==> config.mk <==
export PLATFORM = sky130hd
export DESIGN_NAME = power_ctrl
export DESIGN_NICKNAME = d
export VERILOG_FILES = /design/src/rtl/power_ctrl.sv
export SDC_FILE = /design/constraint.sdc
export NUM_CORES = 1
export LEC_CHECK = 0
export ABC_AREA = 1
export CAP_MARGIN = 20
export CORE_MARGIN = 2
export CORE_UTILIZATION = 52
export CTS_CLUSTER_DIAMETER = 200
export DETAILED_ROUTE_END_ITERATION = 16
export GPL_TIMING_DRIVEN = 0
export PLACE_DENSITY = 0.75
export SLEW_MARGIN = 0
export SYNTH_ARGS = -nofsm -noshare
export SYNTH_HDL_FRONTEND = slang
export SYNTH_SLANG_ARGS = --single-unit
==> constraint.sdc <==
create_clock -name clk -period 3 [get_ports clk]
set_input_delay 0.3 -clock clk [delete_from_list [all_inputs] [get_ports clk]]
set_output_delay 0.3 -clock clk [all_outputs]
set_load 0.005 [all_outputs]
==> src/rtl/power_ctrl.sv <==
// rtl/power_ctrl.sv - iterative unsigned base^power engine (4-bit operands, 8-bit result); optional saturation via POWER_CTRL_SAT_EN
module power_ctrl (
    input  logic       clk,
    input  logic       rst,
    input  logic       start,
    input  logic [3:0] base,
    input  logic [3:0] power,
    output logic       busy,
    output logic       done,
    output logic [7:0] result,
    output logic       ovf
);

    typedef enum logic [1:0] {
        IDLE = 2'd0,
        MULT = 2'd1,
        DONE = 2'd2
    } state_t;

    state_t      state;
    state_t      state_n;
    logic        accept;
    logic [3:0]  base_q;
    logic [3:0]  cnt;
    logic [7:0]  acc;
    logic [11:0] product;
    logic        prod_ovf;
    logic [7:0]  acc_next;

    // Full-width product so overflow is visible before truncation
    assign product  = {4'b0000, acc} * {8'h00, base_q};
    assign prod_ovf = |product[11:8];

`ifdef POWER_CTRL_SAT_EN
    // Once the running value has overflowed it stays pinned at all-ones
    assign acc_next = (prod_ovf || ovf) ? 8'hFF : product[7:0];
`else
    // Plain modulo-256 arithmetic: keep the low byte of every product
    assign acc_next = product[7:0];
`endif

    // Status outputs decode directly from the state register
    assign busy = (state == MULT);
    assign done = (state == DONE);

    // State register
    always_ff @(posedge clk or posedge rst) begin
        if (rst) begin
            state <= IDLE;
        end else begin
            state <= state_n;
        end
    end

    // Next-state logic; a new request is only taken when not multiplying
    always_comb begin
        state_n = state;
        accept  = 1'b0;
        case (state)
            IDLE: begin
                if (start) begin
                    accept  = 1'b1;
                    state_n = MULT;
                end
            end
            MULT: begin
                if (cnt == 4'd0) begin
                    state_n = DONE;
                end
            end
            DONE: begin
                if (start) begin
                    accept  = 1'b1;
                    state_n = MULT;
                end else begin
                    state_n = IDLE;
                end
            end
            default: begin
                state_n = IDLE;
            end
        endcase
    end

    // Operand latch, iteration datapath, result and sticky overflow
    always_ff @(posedge clk or posedge rst) begin
        if (rst) begin
            base_q <= 4'd0;
            cnt    <= 4'd0;
            acc    <= 8'd1;
            result <= 8'h00;
            ovf    <= 1'b0;
        end else if (accept) begin
            base_q <= base;
            cnt    <= power;
            acc    <= 8'd1;
            ovf    <= 1'b0;
        end else if (state == MULT) begin
            if (cnt != 4'd0) begin
                acc <= acc_next;
                cnt <= cnt - 4'd1;
                if (prod_ovf) begin
                    ovf <= 1'b1;
                end
            end else begin
                result <= acc;
            end
        end
    end

endmodule
# Word-level counts from Yosys, hierarchy flattened
# Index checks and enable logic that the tools add are counted.
[op_classes]
addsub = 1
mul = 1
n_eq_ne = 4
muxes = 16
bitwise_logic = 2
n_reduce_logical = 12
[op_table]
columns = ["operator", "n"]
rows = [
  ["two-way mux 8 bit", 3],
  ["multiplier 8 x 4 -> 12 bit", 1],
  ["two-way mux 4 bit", 3],
  ["two-way mux 1 bit", 7],
  ["one-hot mux 2 bit (3 select lines)", 1],
  ["AND reduction 3 bit", 2],
  ["nonzero test 2 bit", 3],
  ["logical NOT 4 bit", 1],
  ["two-way mux 2 bit", 2],
  ["AND reduction 2 bit", 2],
  ["nonzero test 4 bit", 1],
  ["OR reduction 4 bit", 1],
  ["subtractor 4 x 1 -> 4 bit (second input constant)", 1],
  ["equality test 2 x 1 -> 1 bit (second input constant)", 1],
  ["equality test 2 bit (second input constant)", 1],
  ["logical NOT 2 bit", 1],
  ["!= test 2 x 1 -> 1 bit (second input constant)", 1],
  ["!= test 2 bit (second input constant)", 1],
  ["NOT 1 bit", 2],
  ["OR reduction 2 bit", 1],
]
[word_totals]
reg_bits = 27
input_bits = 11
output_inout_bits = 11
wordCells = 42

# Longest topological paths before layout
[depth]
word_depth = 6
ltp_mapped = 20
depth_no_buf = 19

# Worst setup path before layout
# Ideal clock, no wire load.
[synth_path]
path_kind = "flip-flop to flip-flop"
from = "register base_q[3]"
to = "register ovf"
setup_time_ns = 0.116
arrival_time_ns = 2.861
t_required_ns = 2.884
slack_ns = 0.023
path_stages_with_launch = 17
path_buffers = 1
period_less_slack_ns = 2.977
cell_sequence = "dfrtp_1 -> clkbuf_1 -> nand2_1 -> fa_1 -> inv_1 -> fa_1 -> fa_1 -> nand3_1 -> nand3_1 -> nand2_1 -> nand2_1 -> nand2_1 -> nand2_1 -> a21oi_1 -> nand2_1 -> nand2_1 -> nand2_1"
[synth_via]
elab_chain_len = 4
[synth_lines]
columns = ["item", "line_no", "source"]
rows = [
  ["from (decl)", "23", "logic [3:0] base_q;"],
  ["from (signal assigned)", "94", "base_q <= base;"],
  ["multiplier 8 x 4 -> 12 bit", "31", "assign product = {4'b0000, acc} * {8'h00, base_q};"],
  ["OR reduction 4 bit", "32", "assign prod_ovf = |product[11:8];"],
  ["nonzero test 2 bit (no source line)", "--", ""],
  ["AND reduction 3 bit (no source line)", "--", ""],
  ["to (signal assigned)", "92", "ovf <= 1'b0;"],
  ["to (signal assigned)", "97", "ovf <= 1'b0;"],
  ["to (signal assigned)", "103", "ovf <= 1'b1;"],
  ["to (decl)", "11", "output logic ovf"],
]
# Every way passes these cells.
# A chain may end at the register's enable or synchronous reset.

# Worst setup path after layout
[layout_path]
from = "register acc[0]"
to = "register ovf"
[layout_via]
elab_chain_len = 4
[layout_lines]
columns = ["item", "line_no", "source"]
rows = [
  ["from (decl)", "25", "logic [7:0] acc;"],
  ["from (signal assigned)", "100", "acc <= acc_next;"],
  ["multiplier 8 x 4 -> 12 bit", "31", ""],
  ["OR reduction 4 bit", "32", ""],
  ["nonzero test 2 bit (no source line)", "--", ""],
  ["AND reduction 3 bit (no source line)", "--", ""],
]
# Every way passes these cells.

==> results.md <==
- Status: finished, final reports clean
- Syn-to-layout area delta: 26.9%
- CP endpoint kind: flop
- Die width: 68.5 um
- Site row count: 23
- Later-pin clock latency in the skew report: roughly 0.28 ns
- Min-Delay Path Class: input pin to async pin
- Mapped cell area: 2160 um^2
- Startpoint Class: flop
- Post-Layout Inst Area: 2750 um^2
- Initial antenna violation count: 0
- Synthesized Nets: 327
- Initial DRC count: 105
- ANT nets after route: 0
- Crit Path Class: flop to flop
- Post-Route Skew: 0.0108 ns
- Cells after synthesis: 287
- Total clock sinks: 27
- Crit Path Max Fanout: 2
- Routability Congestion: 0.886
- Die Ht: 68.5 um
- Synth warn: 0
- Leakage: 1.52 nW
- H-tree depth: 1
- Top cell type's share of synthesized area: 30.1%
- Arr. time, crit path: 3.17 ns
- Final Net Count: between 300 and 400
- FF-to-FF setup slack: 0.0003 ns
- Fill cell count: 309
- Seq/Total Area, Yosys: between 30% and 40%
- Via count: ~1,900
- Largest net degree at the start of global routing: 28
- Fin cells: 368
- Slew margin rel.: 73.1%
- Clk Tree Root Cell: clkbuf_8
- Total global routing overflow: 0
- Hold Slack: roughly 0.21 ns
- PwrDens: between 900 and 1000 nW/um^2
- Final WS setup: between 0.0002 and 0.0003 ns
- Average wire per standard cell: 12.9 um
- Library cells used by synthesis: 29
- Vias per cell: 5.08
- Peak supply drop: 0.838 mV
- Initial core utilization: between 50% and 60%
- Synth Register Bits: 27
- Fin crit share: 100%
- Commonest non-fill, non-tap cell in the layout: nand2_1
- Post-Place Worst Slack: -0.412 ns
- DIE AREA: ~4700 um^2
- Reg clk slew, reported paths: 0.09 ns
- Cts-stage hold buffer count: 0
- Avg Inst Size Synth: 7.54 um^2
- CTS Buf Count: 3
- Max Clk Rate: between 300 and 400 MHz
- Vias in the first global route: 1,751
- Max_cap viols: 0
- Worst Tran Pin Value: 0.404 ns
- Share of layout cells above drive strength 1: 23.6%
- DR pass1 iterations: 4
- Post-DP HPWL: 3400 um
- Drc violations: 0
- Setup TNS: 0 ns
- Final Hold Viols: 0
- First-pass GRT wire length: 7670 um
- Overall routing resource usage: 22.0%
- Final setup vio count: 0
- Drt total wl: 4760 um
- I/O pins: 22
- ANT cells: 0
- Leading area contributor after synthesis: dfrtp_1
- Max-slew violation count: 0
- Inst Count DP: approximately 360
- Final min period: 3.00 ns
- RSZ-0062 raised after global routing: true
- Area contributors post-synth: dfrtp_1 30%, nand2_1 16%, fa_1 11%
- Most frequent cells in the layout: 75 x nand2_1, 52 x inv_1, 22 x dfrtp_1, 21 x clkdlybuf4s50_1
- Port bufs: 21
- CTS Buffer Depth: 2
- Worst EP required: 3.18 ns
- Area of the core: between 4000 and 5000 um^2
- CTS tree: built
- Placed Area: roughly 2400 um^2
==> final cells by class <==
class / instances / area [um^2] / share of cell area [%]
Buffer: 2 / 15.0 / 0.547
Clock buffer: 3 / 41.3 / 1.50
Clock inverter: 1 / 5.00 / 0.182
Inverter: 67 / 256 / 9.34
Multi-Input combinational cell: 188 / 1390 / 50.5
Sequential cell: 27 / 682 / 24.8
Tap cell: 50 / 62.6 / 2.28
Timing Repair Buffer: 30 / 298 / 10.8
==> per-layer routing <==
layer | global-route usage [%] | vias to the layer above | routed length, um
met2 | 35.0 | 45 | 2230
met3 | 2.60 | 9 | 225
met1 | 31.4 | 882 | 2210
li1 | - | 933 | -
met5 | 0 | - | 0
met4 | 7.00 | 0 | 101
==> cell families after synthesis <==
logic type,count (synthesis),synth area share (%)
AND/OR/NAND/NOR,127,25.4
multiplexers,2,1.04
XOR/XNOR,3,1.21
flip-flops,27,31.3
AO/OA/AOI/OAI,27,7.00
buffers and inverters,72,13.1
adder cells (fa/ha/maj),29,20.9
==> timing repair <==
item,in CTS,in global routing
pin swaps,1,25
endpoints found under the setup margin,3,2
cloned,0,0
gates resized for setup,10,46
buffers inserted,5,3
==> sequential cells by signal (all words and copies together) (netlist names) <==
name,flops
acc,8
result,8
base_q,4
cnt,4
state,2
ovf,1
==> Yosys cell counts (all sizes together) <==
library cell,instances
nor2,18
dfstp,1
xnor2,2
dfrtp,26
o32ai,1
a21oi,13
a22oi,1
nand2,92
nor3,1
ha,17
nand3,12
inv,67
mux2,2
nand4,2
o22ai,2
clkbuf,4
fa,12
buf,1
and2,2
o21ai,8
o221ai,2
xor2,1
==> through the flow <==
stage | utilization (%) | power, mW
4_1_cts | 64.1 | 2.31
5_1_grt | 68.6 | 2.78
3_3_place_gp | 60.9 | 1.96
2_1_floorplan | - | 1.57
6_report | 68.6 | 2.55
3_5_place_dp | 60.9 | 1.99
==> power breakdown <==
group	internal [mW]	switching [mW]	total (mW)
Combinational	0.730	0.914	1.64
Clock	0.0931	0.108	0.201
Sequential	0.542	0.167	0.710
==> final timing paths <==
check | depth (start not counted) | to | startpoint
setup / recovery | 15 | ovf | acc[0]
hold / removal | 2 | base_q[1] | rst
setup reg to reg | 15 | ovf | acc[0]
hold reg to reg | 2 | ovf | ovf
max in group asynchronous | 3 | acc[0] | rst
min in group clk | 2 | ovf | ovf
==> worst max-delay path: stages, from the launching register on <==
cell and delay, ns:
dfstp_2 0.55, nand2_2 0.06, fa_1 0.53, inv_1 0.05, fa_1 0.49, fa_2 0.42, nand3_2 0.09, nand3_2 0.07
nand2_1 0.08, nand2_1 0.06, nand2_1 0.06, nand2_1 0.04, a21oi_1 0.14, nand2_1 0.12, nand2_1 0.08, nand2_1 0.05
Power figures use the tool's default switching activity.
